==> src/rtl/bus_pkg.sv <==
`default_nettype none
//==============================================================
// Package : bus_pkg
// Desc    : Shared bus transfer type and size encodings.
// Rev     : 1.0
//==============================================================
package bus_pkg;

  typedef enum logic {
    READ  = 1'b0,
    WRITE = 1'b1
  } ttype_t;

  typedef enum logic [1:0] {
    TSIZE_BYTE = 2'd0,
    TSIZE_HALF = 2'd1,
    TSIZE_WORD = 2'd2
  } tsize_t;

endpackage
`default_nettype wire

==> src/rtl/ifetch_pkg.sv <==
`default_nettype none
//==============================================================
// Package : ifetch_pkg
// Desc    : Fetch FSM states, buffer entry type and PC helpers.
// Rev     : 1.0
//==============================================================
package ifetch_pkg;

  localparam logic [31:0] c_word_bytes = 32'd4;

  typedef enum logic [2:0] {
    IDLE  = 3'd0,
    REQ   = 3'd1,
    WAIT  = 3'd2,
    DRAIN = 3'd3,
    HALT  = 3'd4
  } ifetch_state_t;

  typedef struct packed {
    logic [31:0] instr;
    logic [31:0] pc;
    logic        fault;
  } fetch_entry_t;

  function automatic logic [31:0] f_word_align(input logic [31:0] a);
    return {a[31:2], 2'b00};
  endfunction

endpackage
`default_nettype wire

==> src/rtl/ifetch_bus_master_if.sv <==
`default_nettype none
//==============================================================
// Interface : master_bus_if
// Desc      : Single-outstanding request/grant/done system bus.
// Rev       : 1.0
//==============================================================
interface master_bus_if;
  import bus_pkg::*;

  logic        breq;
  logic        bstart;
  logic [31:0] addr;
  tsize_t      tsize;
  ttype_t      ttype;
  logic [31:0] wdata;
  logic        bgnt;
  logic [31:0] rdata;
  logic        bdone;
  logic        berror;

  modport master (
    output breq, bstart, addr, tsize, ttype, wdata,
    input  bgnt, rdata, bdone, berror
  );

  modport slave (
    input  breq, bstart, addr, tsize, ttype, wdata,
    output bgnt, rdata, bdone, berror
  );

endinterface
`default_nettype wire

==> src/rtl/ifetch_bus_master_fifo.sv <==
`default_nettype none
//==============================================================
// Module : ifetch_fifo
// Desc   : Synchronous fetch-entry FIFO with flush; head is registered storage.
// Rev    : 1.0
//==============================================================
module ifetch_fifo
  import ifetch_pkg::*;
#(
  parameter int DEPTH = 2
) (
  input  logic                   clk,
  input  logic                   rst_n,
  input  logic                   i_push,
  input  fetch_entry_t           i_push_data,
  input  logic                   i_pop,
  input  logic                   i_flush,
  output fetch_entry_t           o_head,
  output logic [$clog2(DEPTH):0] o_count,
  output logic                   o_full,
  output logic                   o_empty
);

  localparam int                 c_ptr_w   = $clog2(DEPTH);
  localparam logic [c_ptr_w:0]   c_depth   = (c_ptr_w + 1)'(DEPTH);
  localparam logic [c_ptr_w:0]   c_cnt_one = (c_ptr_w + 1)'(1);
  localparam logic [c_ptr_w-1:0] c_ptr_one = c_ptr_w'(1);

  fetch_entry_t       r_mem [DEPTH];
  logic [c_ptr_w-1:0] r_wr_ptr;
  logic [c_ptr_w-1:0] r_rd_ptr;
  logic [c_ptr_w:0]   r_count;
  logic               w_do_pop;
  logic               w_do_push;

  assign o_full    = (r_count == c_depth);
  assign o_empty   = (r_count == '0);
  assign o_count   = r_count;
  assign o_head    = r_mem[r_rd_ptr];
  // A full FIFO still accepts a push when the head leaves in the same cycle.
  assign w_do_pop  = i_pop && !o_empty;
  assign w_do_push = i_push && (!o_full || w_do_pop);

  always_ff @(posedge clk or negedge rst_n) begin
    if (!rst_n) begin
      r_wr_ptr <= '0;
      r_rd_ptr <= '0;
      r_count  <= '0;
      for (int i = 0; i < DEPTH; i++) begin
        r_mem[i] <= '0;
      end
    end else if (i_flush) begin
      r_wr_ptr <= '0;
      r_rd_ptr <= '0;
      r_count  <= '0;
    end else begin
      if (w_do_push) begin
        r_mem[r_wr_ptr] <= i_push_data;
        r_wr_ptr        <= r_wr_ptr + c_ptr_one;
      end
      if (w_do_pop) begin
        r_rd_ptr <= r_rd_ptr + c_ptr_one;
      end
      case ({w_do_push, w_do_pop})
        2'b10:   r_count <= r_count + c_cnt_one;
        2'b01:   r_count <= r_count - c_cnt_one;
        default: r_count <= r_count;
      endcase
    end
  end

endmodule
`default_nettype wire

==> src/rtl/ifetch_bus_master.sv <==
`default_nettype none
//==============================================================
// Module : ifetch_bus_master
// Desc   : Sequential instruction fetch with redirect flush and stale-response drain.
// Rev    : 1.0
//==============================================================
module ifetch_bus_master
  import bus_pkg::*;
  import ifetch_pkg::*;
#(
  parameter logic [31:0] RESET_PC   = 32'hF000_0000,
  parameter int          FIFO_DEPTH = 2
) (
  input  logic                clk,
  input  logic                rst_n,
  master_bus_if.master        ibus,
  input  logic                redirect_valid,
  input  logic [31:0]         redirect_pc,
  output logic                instr_valid,
  input  logic                instr_ready,
  output logic [31:0]         instr_data,
  output logic [31:0]         instr_pc,
  output logic                instr_fault
);

  localparam int                 c_cnt_w = $clog2(FIFO_DEPTH) + 1;
  localparam logic [c_cnt_w-1:0] c_depth = c_cnt_w'(FIFO_DEPTH);
  localparam logic [c_cnt_w-1:0] c_one   = c_cnt_w'(1);

  ifetch_state_t      r_state;
  ifetch_state_t      w_state_nxt;
  logic [31:0]        r_pc;
  logic [31:0]        w_pc_nxt;
  logic               w_breq;
  logic               w_bstart;
  logic               w_push;
  logic               w_pop;
  logic               w_full;
  logic               w_empty;
  fetch_entry_t       w_push_entry;
  fetch_entry_t       w_head;
  logic [c_cnt_w-1:0] w_count;
  logic [c_cnt_w-1:0] w_pop_cnt;
  logic [c_cnt_w-1:0] w_cnt_after_push;

  assign w_pop            = !w_empty && instr_ready && !redirect_valid;
  assign w_pop_cnt        = w_pop ? c_one : '0;
  assign w_cnt_after_push = w_count + c_one - w_pop_cnt;

  always_ff @(posedge clk or negedge rst_n) begin
    if (!rst_n) begin
      r_state <= IDLE;
      r_pc    <= RESET_PC;
    end else begin
      r_state <= w_state_nxt;
      r_pc    <= w_pc_nxt;
    end
  end

  always_comb begin
    w_state_nxt  = r_state;
    w_pc_nxt     = r_pc;
    w_breq       = 1'b0;
    w_bstart     = 1'b0;
    w_push       = 1'b0;
    w_push_entry = '{instr: ibus.rdata, pc: r_pc, fault: 1'b0};

    case (r_state)
      IDLE: begin
        if (!w_full || w_pop) begin
          w_state_nxt = REQ;
        end
      end
      REQ: begin
        w_breq = 1'b1;
        // A grant that coincides with a redirect is not taken, so nothing goes stale.
        if (ibus.bgnt && !redirect_valid) begin
          w_bstart    = 1'b1;
          w_state_nxt = WAIT;
        end
      end
      WAIT: begin
        w_breq = 1'b1;
        if (ibus.bdone) begin
          w_push = 1'b1;
          if (ibus.berror) begin
            w_push_entry.instr = '0;
            w_push_entry.fault = 1'b1;
            w_state_nxt        = HALT;
          end else begin
            w_pc_nxt    = r_pc + c_word_bytes;
            w_state_nxt = (w_cnt_after_push < c_depth) ? REQ : IDLE;
          end
        end
      end
      DRAIN: begin
        w_breq = 1'b1;
        if (ibus.bdone) begin
          w_state_nxt = IDLE;
        end
      end
      HALT: begin
        w_state_nxt = HALT;
      end
      default: begin
        w_state_nxt = IDLE;
      end
    endcase

    if (redirect_valid) begin
      w_push   = 1'b0;
      w_pc_nxt = f_word_align(redirect_pc);
      case (r_state)
        WAIT, DRAIN: w_state_nxt = ibus.bdone ? IDLE : DRAIN;
        default:     w_state_nxt = IDLE;
      endcase
    end
  end

  ifetch_fifo #(
    .DEPTH (FIFO_DEPTH)
  ) u_fifo (
    .clk         (clk),
    .rst_n       (rst_n),
    .i_push      (w_push),
    .i_push_data (w_push_entry),
    .i_pop       (w_pop),
    .i_flush     (redirect_valid),
    .o_head      (w_head),
    .o_count     (w_count),
    .o_full      (w_full),
    .o_empty     (w_empty)
  );

  assign ibus.breq   = w_breq;
  assign ibus.bstart = w_bstart;
  assign ibus.addr   = r_pc;
  assign ibus.tsize  = TSIZE_WORD;
  assign ibus.ttype  = READ;
  assign ibus.wdata  = '0;

  assign instr_valid = !w_empty;
  assign instr_data  = w_empty ? '0 : w_head.instr;
  assign instr_pc    = w_empty ? '0 : w_head.pc;
  assign instr_fault = w_empty ? 1'b0 : w_head.fault;

endmodule
`default_nettype wire

==> src/flat_wrapper.sv <==
// flat-port wrapper written by rule: the top's interface ports become plain ports
module ifetch_bus_master_flat import bus_pkg::*; import ifetch_pkg::*;
#(
  parameter logic [31:0] RESET_PC   = 32'hF000_0000,
  parameter int          FIFO_DEPTH = 2
)
  (clk, rst_n, redirect_valid, redirect_pc, instr_valid, instr_ready, instr_data, instr_pc, instr_fault, ibus_breq, ibus_bstart, ibus_addr, ibus_tsize, ibus_ttype, ibus_wdata, ibus_bgnt, ibus_rdata, ibus_bdone, ibus_berror);
  master_bus_if ibus_i ();
  input  logic clk;
  input  logic rst_n;
  input  logic redirect_valid;
  input  logic [31:0] redirect_pc;
  output logic instr_valid;
  input  logic instr_ready;
  output logic [31:0] instr_data;
  output logic [31:0] instr_pc;
  output logic instr_fault;
  output wire logic [$bits(ibus_i.breq)-1:0] ibus_breq;
  output wire logic [$bits(ibus_i.bstart)-1:0] ibus_bstart;
  output wire logic [$bits(ibus_i.addr)-1:0] ibus_addr;
  output wire logic [$bits(ibus_i.tsize)-1:0] ibus_tsize;
  output wire logic [$bits(ibus_i.ttype)-1:0] ibus_ttype;
  output wire logic [$bits(ibus_i.wdata)-1:0] ibus_wdata;
  input wire logic [$bits(ibus_i.bgnt)-1:0] ibus_bgnt;
  input wire logic [$bits(ibus_i.rdata)-1:0] ibus_rdata;
  input wire logic [$bits(ibus_i.bdone)-1:0] ibus_bdone;
  input wire logic [$bits(ibus_i.berror)-1:0] ibus_berror;
  assign ibus_breq = ibus_i.breq;
  assign ibus_bstart = ibus_i.bstart;
  assign ibus_addr = ibus_i.addr;
  assign ibus_tsize = ibus_i.tsize;
  assign ibus_ttype = ibus_i.ttype;
  assign ibus_wdata = ibus_i.wdata;
  assign ibus_i.bgnt = ibus_bgnt;
  assign ibus_i.rdata = ibus_rdata;
  assign ibus_i.bdone = ibus_bdone;
  assign ibus_i.berror = ibus_berror;
  ifetch_bus_master #(.RESET_PC(RESET_PC), .FIFO_DEPTH(FIFO_DEPTH)) u_core (.clk(clk), .rst_n(rst_n), .ibus(ibus_i), .redirect_valid(redirect_valid), .redirect_pc(redirect_pc), .instr_valid(instr_valid), .instr_ready(instr_ready), .instr_data(instr_data), .instr_pc(instr_pc), .instr_fault(instr_fault));
endmodule
==> config.mk <==
export PLATFORM = sky130hd
export DESIGN_NAME = ifetch_bus_master_flat
export DESIGN_NICKNAME = d
export VERILOG_FILES = /design/src/rtl/bus_pkg.sv /design/src/rtl/ifetch_pkg.sv /design/src/rtl/ifetch_bus_master_if.sv /design/src/rtl/ifetch_bus_master_fifo.sv /design/src/rtl/ifetch_bus_master.sv /design/src/flat_wrapper.sv
export SDC_FILE = /design/constraint.sdc
export NUM_CORES = 1
export LEC_CHECK = 0
export CORE_MARGIN = 2
export CORE_UTILIZATION = 55
export CTS_BUF_LIST = sky130_fd_sc_hd__clkbuf_2
export CTS_CLUSTER_SIZE = 16
export DETAILED_ROUTE_END_ITERATION = 7
export GPL_TIMING_DRIVEN = 0
export PLACE_DENSITY_LB_ADDON = 0.2
export REMOVE_ABC_BUFFERS = 1
export SETUP_SLACK_MARGIN = 0.1
export SYNTH_ARGS = -nofsm -noshare
export SYNTH_HDL_FRONTEND = slang
export SYNTH_SLANG_ARGS = --single-unit
export TNS_END_PERCENT = 10
==> constraint.sdc <==
create_clock -name clk -period 5.7 [get_ports clk]
set_clock_uncertainty 0.15 [all_clocks]
set_input_delay 0.855 -clock clk [delete_from_list [all_inputs] [get_ports clk]]
set_output_delay 0.855 -clock clk [all_outputs]
set_load 0.02 [all_outputs]
==> results.txt <==
* Number of H-tree levels: 4
* Final period utilization: 71.64%
- Final setup violation count: 0
- DP HPWL: 11930 um
- Static leakage power: 4.292 nW
- Global placement routability congestion: 0.7827
- Counting I/O delays and the setup requirement, the final critical path takes 4.083 ns.
* WHS Path Cells: 2
- In this run, the number of DRC markers left after iteration 0 of detailed routing was 345.
* Initial antenna violation count: 0
- The net count of the finished layout is 1032.
- Among all flip-flop cells after synthesis, the most frequent one is dfrtp_1.
* Iteration count of the initial detailed-routing pass: 6
* Number of enable flip-flop cells after synthesis: 0
- Critical hold path startpoint: u_core.u_fifo.r_mem[15]
* Max rail drop VDD: 0.1814 mV
- Compared with the post-synthesis result, the final layout area differs by 21.14%.
* Overall die height: 126.9 um
- Clock tree from TritonCTS: yes
* Wire length of the first global-routing pass: 29810 um
- The worst setup path is of the primary input to output port kind.
* Setup slack at placement: 1.000 ns
* Count of distinct cell types in the synthesized netlist: 49
* Maximum number of pins on one net before global-route repair: 91
- Largest cells by area after synthesis: dfrtp_1, mux2i_1, mux2_2
- Global routing used 23.00% of the available tracks.
* Count of max-cap constraint violations: 0
- The post-route netlist has 10.71% of its cells at a drive strength greater than 1.
* Standard cell area after detailed placement: 9776 um^2
* Die X-Extent: 126.9 um
- Number of instances in the synthesized netlist: 853
- Relative slew slack: 15.90%
* Highest attainable clock frequency: 244.9 MHz
- The mapped netlist covers 8302 um^2.
- Summing over every cut layer, the via total after detailed routing is 6278.
- Portion of total power attributed to sequential cells: 44.7%
- The share of synthesized area in the top cell type comes to 47.93%.
* Synth top cells by count: dfrtp_1, nand2_1, o21ai_0
* Vias in the first global route: 5859
- The worst setup path is captured at an output port.
* Number of ports placed on the die boundary: 206
- Launching point of the worst reg2reg path: u_core.u_fifo.o_count[0]
- Worst Hold Class: flip-flop to flip-flop
- In this run, synthesis produced a sequential element count of 163.
* Latest clock arrival within the worst-skew pair: 0.71 ns
* Area of the multi-input gates: 3610 um^2
- For the pin with the worst max-slew slack, the measured transition is 1.260 ns.
- Most used standard cell by instance count after synthesis: dfrtp_1
* Portion of the post-synthesis area used by sequential elements: 49.19%
- For this run, the number of Yosys warnings is 0.
* Async SR Flop Fraction: 100.0%
- For the worst setup path, the data arrival time is 3.08 ns.
- Across all register-to-register paths, the minimum setup slack is 2.32 ns.
- In this run switching power makes up 36.65% of total power.
* Final WS setup: 1.617 ns
* Number of clock sinks seen by CTS: 163
* Port buffer count: 164
- Total area of sequential cells: 4088 um^2
- NetSw: 1.362 mW
- The number of hold violations in the final report is 0.
- Buffers inserted during clock tree synthesis total 17.
- The run finished with clean final reports.
- Power Internal: 2.355 mW
- Of all nets on the critical path, the largest fanout is 32.
- Summed over all instances, the cell type with the most area after synthesis is dfrtp_1.
- Avg Synthesized Cell Area: 9.732 um^2
- Clock root buffer: clkbuf_2
- Combinational fraction of design power: 37.4%
- After clock tree synthesis, the clock-pin slew on the worst setup and hold paths is 0.20 ns.
* Clock share of power: 17.9%
* Core region area: 14640 um^2
- The count of nets left with antenna violations once routing finished came out at 0.
- For the worst setup path, the data required time is 4.70 ns.
* Type of origin of the critical path: primary input
- Buffer levels on the longest clock path: 2
* Area of the die: 16090 um^2
- After detailed routing, the average wire length per cell comes to 15.81 um.
- The worst register-to-register path ends at u_core.u_fifo.r_mem[96].
* # fillers: 1203
- Hold endpoint: u_core.u_fifo.r_mem[15]
* Total count of max-transition violations in the final report: 0
- Drt drc: 0
- Once the floorplan was initialized, standard cells occupied 56.69% of the core.
- In the routed layout, each cell is associated on average with a via count of 5.431.
* Total power divided by cell area: 369.7 nW/um^2
- Cells on worst reg2reg path: 7
* Post-CTS Setup Repair Bufs: 0
- After routing the design area is 10060 um^2.
- Setup repair after global routing missed its margin: false
- Summed over all layers, the global routing overflow is 0.
- Wires add up to 18280 um.
- After floorplanning, the core was divided into 44 placement rows.
-- kinds of logic after synthesis --
group	after synthesis	synth area share, %
compound gates	139	9.525
other cells	2	0.09046
flops	163	49.19
buf+inv	134	9.405
fa+ha+maj	3	0.4522
simple gates	288	15.78
mux	114	14.50
xor+xnor	10	1.055
-- final cells by class --
cell class	count	area share [%]
diodes	1	0.02488
clock buffers	17	0.8460
clock inverters	15	1.804
inverters	11	0.4106
multi-input cells	593	35.89
flip-flops and latches	163	40.64
well taps	184	2.289
repair buffers	172	18.09
-- worst max-delay path, cell delays in order --
cell and delay [ns]:
clkdlybuf4s50_1 0.97, nor4_1 0.56, clkdlybuf4s50_1 0.68
-- worst max-delay path by stage --
| stage | start | end | slack (ns) | cells past startpoint |
|---|---|---|---|---|
| floorplan | u_core.u_fifo.o_count[0] | u_core.u_fifo.r_mem[51] | -0.72 | 5 |
| global placement | u_core.u_fifo.o_count[0] | u_core.u_fifo.r_mem[54] | -4.31 | 5 |
| detailed placement | redirect_valid | u_core.u_fifo.r_mem[20] | 1.00 | 6 |
| CTS | redirect_valid | ibus_bstart | 1.58 | 3 |
| global route | redirect_valid | ibus_bstart | 1.38 | 3 |
| finish | redirect_valid | ibus_bstart | 1.62 | 3 |
-- layout by cell type (no fill, tap or decap), types with 2 or more instances in the layout --
cell type | synthesis | final
xor2_1 | 5 | 5
conb_1 | 2 | 39
clkbuf_2 | 1 | 17
or4_1 | 17 | 17
nand4_1 | 8 | 8
nor2_1 | 89 | 89
o21ai_0 | 91 | 91
buf_16 | 0 | 3
dfstp_2 | 4 | 4
mux2_2 | 50 | 50
and3_1 | 4 | 4
a21oi_1 | 4 | 4
nand2b_1 | 2 | 2
nand4b_1 | 2 | 2
o31ai_1 | 16 | 16
inv_1 | 11 | 11
ha_1 | 3 | 2
a31oi_1 | 19 | 19
o211ai_1 | 2 | 2
xnor2_1 | 5 | 5
mux2i_1 | 64 | 64
nor3_1 | 5 | 5
inv_6 | 0 | 2
nand3_1 | 14 | 14
buf_12 | 0 | 4
clkinvlp_4 | 0 | 6
or2_2 | 2 | 2
dfrtp_1 | 159 | 158
clkdlybuf4s50_1 | 0 | 163
and2_1 | 2 | 2
nand2_1 | 128 | 127
bufinv_16 | 0 | 3
and4_1 | 3 | 3
or3_1 | 3 | 3
-- state kept, by name, summed over array words and instances, names as in the netlist --
register / count
u_core.u_fifo.r_rd_ptr: 1
u_core.u_fifo.r_mem: 126
u_core.u_fifo.o_count: 2
u_core.r_state: 3
u_core.u_fifo.r_wr_ptr: 1
u_core.ibus.addr: 30
-- repair_timing --
item,in CTS,in global routing
resized for setup,0,0
hold endpoints to repair,69,0
hold buffers,1,0
-- metal layers --
| layer | track usage, % | up-vias | part of all wire (%) |
|---|---|---|---|
| met5 | 0 | - | 0 |
| met1 | 32.25 | 3025 | 46 |
| met2 | 36.02 | 191 | 47 |
| met4 | 7.175 | 0 | 1.2 |
| li1 | - | 3045 | - |
| met3 | 5.146 | 17 | 5.5 |
-- metrics by stage --
stage / util, % / power (mW) / instances / hold slack (ns) / setup TNS [ns]
5_1_grt: 68.66 / 3.958 / 1155 / 0.3845 / 0
6_report: 68.68 / 3.718 / 1156 / 0.3544 / 0
2_1_floorplan: - / 2.510 / 767 / 0.2992 / -40.96
4_1_cts: 68.64 / 3.753 / 1155 / 0.3635 / 0
3_5_place_dp: 66.76 / 3.083 / 1122 / 0.3197 / 0
3_3_place_gp: 65.37 / 3.054 / 1115 / 0.3105 / -770.58
-- power by group through the flow --
stage	combinational (mW)	clock [mW]	sequential, mW
finish	1.39	0.664	1.66
global placement	1.33	0	1.72
CTS	1.41	0.686	1.66
detailed placement	1.40	0	1.69
floorplan	0.827	0	1.68
global route	1.53	0.732	1.70
Note: power is estimated with default switching activity, not from simulation.
==> RTL edit 1, RTL diff (config.mk and constraints unchanged) <==
`RESET_PC` is set to 32'hF000_0000 in 2 places; all go to 32'h80000000.
--- a/src/rtl/ifetch_bus_master.sv
+++ b/src/rtl/ifetch_bus_master.sv
@@ -8,7 +8,7 @@
   import bus_pkg::*;
   import ifetch_pkg::*;
 #(
-  parameter logic [31:0] RESET_PC   = 32'hF000_0000,
+  parameter logic [31:0] RESET_PC   = 32'h80000000,
   parameter int          FIFO_DEPTH = 2
 ) (
   input  logic                clk,
--- a/src/flat_wrapper.sv
+++ b/src/flat_wrapper.sv
@@ -1,7 +1,7 @@
 // flat-port wrapper written by rule: the top's interface ports become plain ports
 module ifetch_bus_master_flat import bus_pkg::*; import ifetch_pkg::*;
 #(
-  parameter logic [31:0] RESET_PC   = 32'hF000_0000,
+  parameter logic [31:0] RESET_PC   = 32'h80000000,
   parameter int          FIFO_DEPTH = 2
 )
   (clk, rst_n, redirect_valid, redirect_pc, instr_valid, instr_ready, instr_data, instr_pc, instr_fault, ibus_breq, ibus_bstart, ibus_addr, ibus_tsize, ibus_ttype, ibus_wdata, ibus_bgnt, ibus_rdata, ibus_bdone, ibus_berror);
Behaviour: not the same (a bounded check fails within 4 cycles, from zero or initial values and one cycle with rst_n low).
==> RTL edit 1 against the original RTL <==
Highest routed layer unchanged; wire length down 2.3%; utilization fell by 0.53 points; sequential cell count stayed put; via count is 0.38% lower; final area shrank 0.77%; hold slack gained 0.70 ps; register-to-register slack better by 50 ps; largest cell class unchanged; power decreased by 3.8%; setup slack got worse by 30 ps; synthesized area hardly changed.
==> RTL edit 1: results (changes against the original RTL) <==
- Routed wl met3: 1000 µm (-0.99%)
- YS warnings: 0 (unchanged)
- NonClk Buf Share: 18.3% (+0.22 points)
- Register area share after synthesis: 49.2% (about the same)
- Peak supply drop: 0.276 mV (+52%)
- # diodes: 0 (-1)
- Status: finished, final reports clean
- GPL Wtd Cong: 0.793 (+1.3%)
- Layout filler cell count: 1200 (-0.25%)
- Static Leak: 4.28 nW (-0.36%)
- Met2 wire length: 8340 µm (-2.8%)
- Mux cell area share after synthesis: 14.5% (about the same)
- Share of cells above drive strength 1: 10.1% (-0.61 points)
- DP Wirelength: 11700 µm (-2.0%)
- Seq area share: 40.9% (+0.28 points)
- Final WS setup: 1590 ps (-30.1 ps)
- Max transition margin: 14.5% (-1.4 points)
- Routed wire length: 17900 µm (-2.3%)
- Vias per inst: 5.42 (-0.21%)
- Violation count after the first detailed-routing iteration: 361 (+4.6%)
- Largest net degree at the start of global routing: 84 (-7.7%)
- Hold path depth: 2 (unchanged)
- Reg2reg setup slack: 2370 ps (+50 ps)
- Post-Synth XOR/XNOR Area: 1.06% (about the same)
- GR Util met2: 35.2% (-0.85 points)
- Worst hold slack: 355 ps (+0.702 ps)
- Layout clock area frac: 1.88% (-0.77 points)
- Core region area: 14600 µm² (unchanged)
- Arrival time at the worst endpoint: 3110 ps (+30 ps)
- GR Util All Layers: 22.5% (-0.50 points)
- M1 wire length: 8390 µm (-0.92%)
- Synth Area in Compound Gates: 9.53% (about the same)
- Met3 GRT Util: 5.10% (-0.042 points)
- Drt first pass iters: 5 (-1)
- Vias in the first global route: 5699 (-2.7%)
- Top post-synthesis cells by area: dfrtp_1 (49%), mux2i_1 (7.7%), mux2_2 (6.8%)
- First-pass GRT wire length: 29100 µm (-2.5%)
- Die width: 127 µm (about the same)
- Dpl ws: 1140 ps (+141 ps)
- Clock buf count: 19 (+2)
- Post-synth top cells: dfrtp_1 (162), nand2_1 (128), o21ai_0 (91)
- Non-clk bufs: 172 (unchanged)
- Met1 usage: 32.4% (+0.12 points)
- CP peak stage delay: 1000 ps (+30 ps)
[RTL edit 1: logic make-up after synthesis]
kind of cell	count (synthesis)
AOI/OAI and AO/OA	139
xor gates and xnor gates	10
adders and majority gates	3
buffers and inverters	134
DFF	163
muxes	114
other	2
and+or+nand+nor	288
[RTL edit 1: repair_timing]
action                                 in CTS  in global routing
hold buffers                                1                  0
setup endpoints to repair                   0                  0
endpoints found under the hold margin      79                  0
[RTL edit 1: worst paths after layout]
path / startpoint / end
worst max-delay path: redirect_valid / ibus_bstart
worst min-delay path: u_core.u_fifo.r_mem[65] / u_core.u_fifo.r_mem[65]
worst max register to register: u_core.u_fifo.o_count[0] / u_core.u_fifo.r_mem[78]
worst min register to register: u_core.u_fifo.r_mem[65] / u_core.u_fifo.r_mem[65]
max in group asynchronous: rst_n / u_core.u_fifo.r_rd_ptr
min in group asynchronous: rst_n / u_core.u_fifo.r_mem[59]
[RTL edit 1: report_power, final]
part / switching [mW] / internal (mW) / total, mW
Clock: 0.382 / 0.150 / 0.533
Combinational: 0.732 / 0.658 / 1.39
Sequential: 0.204 / 1.45 / 1.65
Total: 1.32 / 2.26 / 3.57
[RTL edit 1: critical path, delay by kind of cell]
family	cells	cell delay, ps
AND/OR/NAND/NOR	1	570
buffers and inverters	2	1680
[RTL edit 1: through the flow]
| stage | util (%) | instances | area [µm²] |
|---|---|---|---|
| 3_3_place_gp | 65.3 | 1115 | 9570 |
| 6_report | 68.1 | 1154 | 9980 |
| 4_1_cts | 68.1 | 1154 | 9980 |
| 5_1_grt | 68.1 | 1154 | 9980 |
| 2_1_floorplan | - | 767 | 7700 |
| 3_5_place_dp | 66.8 | 1122 | 9780 |
==> RTL edit 2, RTL diff (config.mk and constraints unchanged) <==
Without the edit above. Put a register stage on the output `instr_fault`, with the module's reset. The value now appears one clock later. The other outputs are not delayed to match.
--- a/src/rtl/ifetch_bus_master.sv
+++ b/src/rtl/ifetch_bus_master.sv
@@ -142,7 +142,13 @@
   assign instr_valid = !w_empty;
   assign instr_data  = w_empty ? '0 : w_head.instr;
   assign instr_pc    = w_empty ? '0 : w_head.pc;
-  assign instr_fault = w_empty ? 1'b0 : w_head.fault;
+  always_ff @(posedge clk or negedge rst_n) begin
+    if (!rst_n) begin
+      instr_fault <= '0;
+    end else begin
+      instr_fault <= w_empty ? 1'b0 : w_head.fault;
+    end
+  end
 
 endmodule
 `default_nettype wire
Function: changed (Yosys sat finds a counterexample within 4 cycles, from zero or initial values and one cycle with rst_n low).
==> RTL edit 2 against the original RTL <==
Sequential cell count rose by 1; largest power group unchanged; register-to-register slack improved by 220 ps; highest routed layer unchanged; critical endpoint unchanged; via count rose by 0.94%; first-iteration DRC count rose by 26%; critical path type unchanged; power fell by 11%; synthesized area rose by 0.95%; final area rose by 0.62%; non-clock buffer count rose by 1; wire length rose by 1.7%; setup slack improved by 17 ps.
==> RTL edit 2: results (changes against the original RTL) <==
- Met1 usage: 33.1% (+0.84 points)
- # diodes: 0 (-1)
- Synth Area in Compound Gates: 8.99% (-0.54 points)
- Status: finished, final reports clean
- Reg2reg setup slack: 2540 ps (+220 ps)
- Register bit total from synthesis: 164 (+0.61%)
- DP Wirelength: 12100 µm (+1.2%)
- Met2 wire length: 8760 µm (+2.1%)
- Power density over the cells: 326 nW/µm² (-12%)
- Max transition margin: 10.5% (-5.4 points)
- Clock buf count: 18 (+1)
- Vias in the first global route: 5927 (+1.2%)
- Fin nets: 1041 (+0.87%)
- Multi-input combinational gate total: 601 (+1.3%)
- Arrival time at the worst endpoint: 3060 ps (-20 ps)
- Top post-synthesis cells by area: dfrtp_1 (48%), mux2i_1 (7.8%), mux2_2 (7.3%)
- Site row count: 45 (+2.3%)
- Placed Instance Area: 9850 µm² (+0.79%)
- Fraction of area in multi-input gates: 36.1% (+0.19 points)
- Vias: 6337 (+0.94%)
- Largest net degree at the start of global routing: 117 (+29%)
- Static Leak: 4.32 nW (+0.57%)
- Dpl ws: 1010 ps (+9.07 ps)
- GR Util All Layers: 23.2% (+0.19 points)
- Post-Route Utilization: 67.3% (-1.4 points)
- Adder-cell share of the synthesized area: 0.448% (-0.0043 points)
- Hold Path End: u_core.u_fifo.r_mem[65]
- Placed Cells: 1134 (+1.1%)
- Internal: 2.14 mW (-9.0%)
- Final WS setup: 1630 ps (+17.4 ps)
- Routed wl met3: 1020 µm (+0.40%)
- Peak supply drop: 0.221 mV (+22%)
- NonClk Buf Share: 18.3% (+0.23 points)
- Layout clock area frac: 2.26% (-0.39 points)
- Inverter count: 10 (-1)
- Worst hold slack: 359 ps (+4.11 ps)
- Worst-path maximum fanout: 35 (+9.4%)
- Non-clk bufs: 173 (+0.58%)
==> RTL edit 2: cell count changes after synthesis, moves of 5 or more <==
| cell | before | now |
|---|---|---|
| clkbuf_1 | 42 | 47 |
| buf_2 | 8 | 2 |
| nand2_1 | 128 | 133 |
| nor4_1 | 1 | 6 |
| xnor2_1 | 5 | 10 |
==> RTL edit 2: power by group through the flow <==
| stage | logic [mW] | registers [mW] | clock network [mW] |
|---|---|---|---|
| final | 1.10 | 1.59 | 0.612 |
| after global routing | 1.21 | 1.63 | 0.677 |
| after CTS | 1.11 | 1.59 | 0.628 |
| after detailed placement | 1.10 | 1.62 | 0 |
| after global placement | 1.06 | 1.64 | 0 |
| after floorplan | 0.647 | 1.61 | 0 |
==> RTL edit 2: repair_timing <==
item | CTS | global route
hold endpoints to repair | 48 | 0
buffers inserted | 0 | 0
hold buffers | 1 | 0
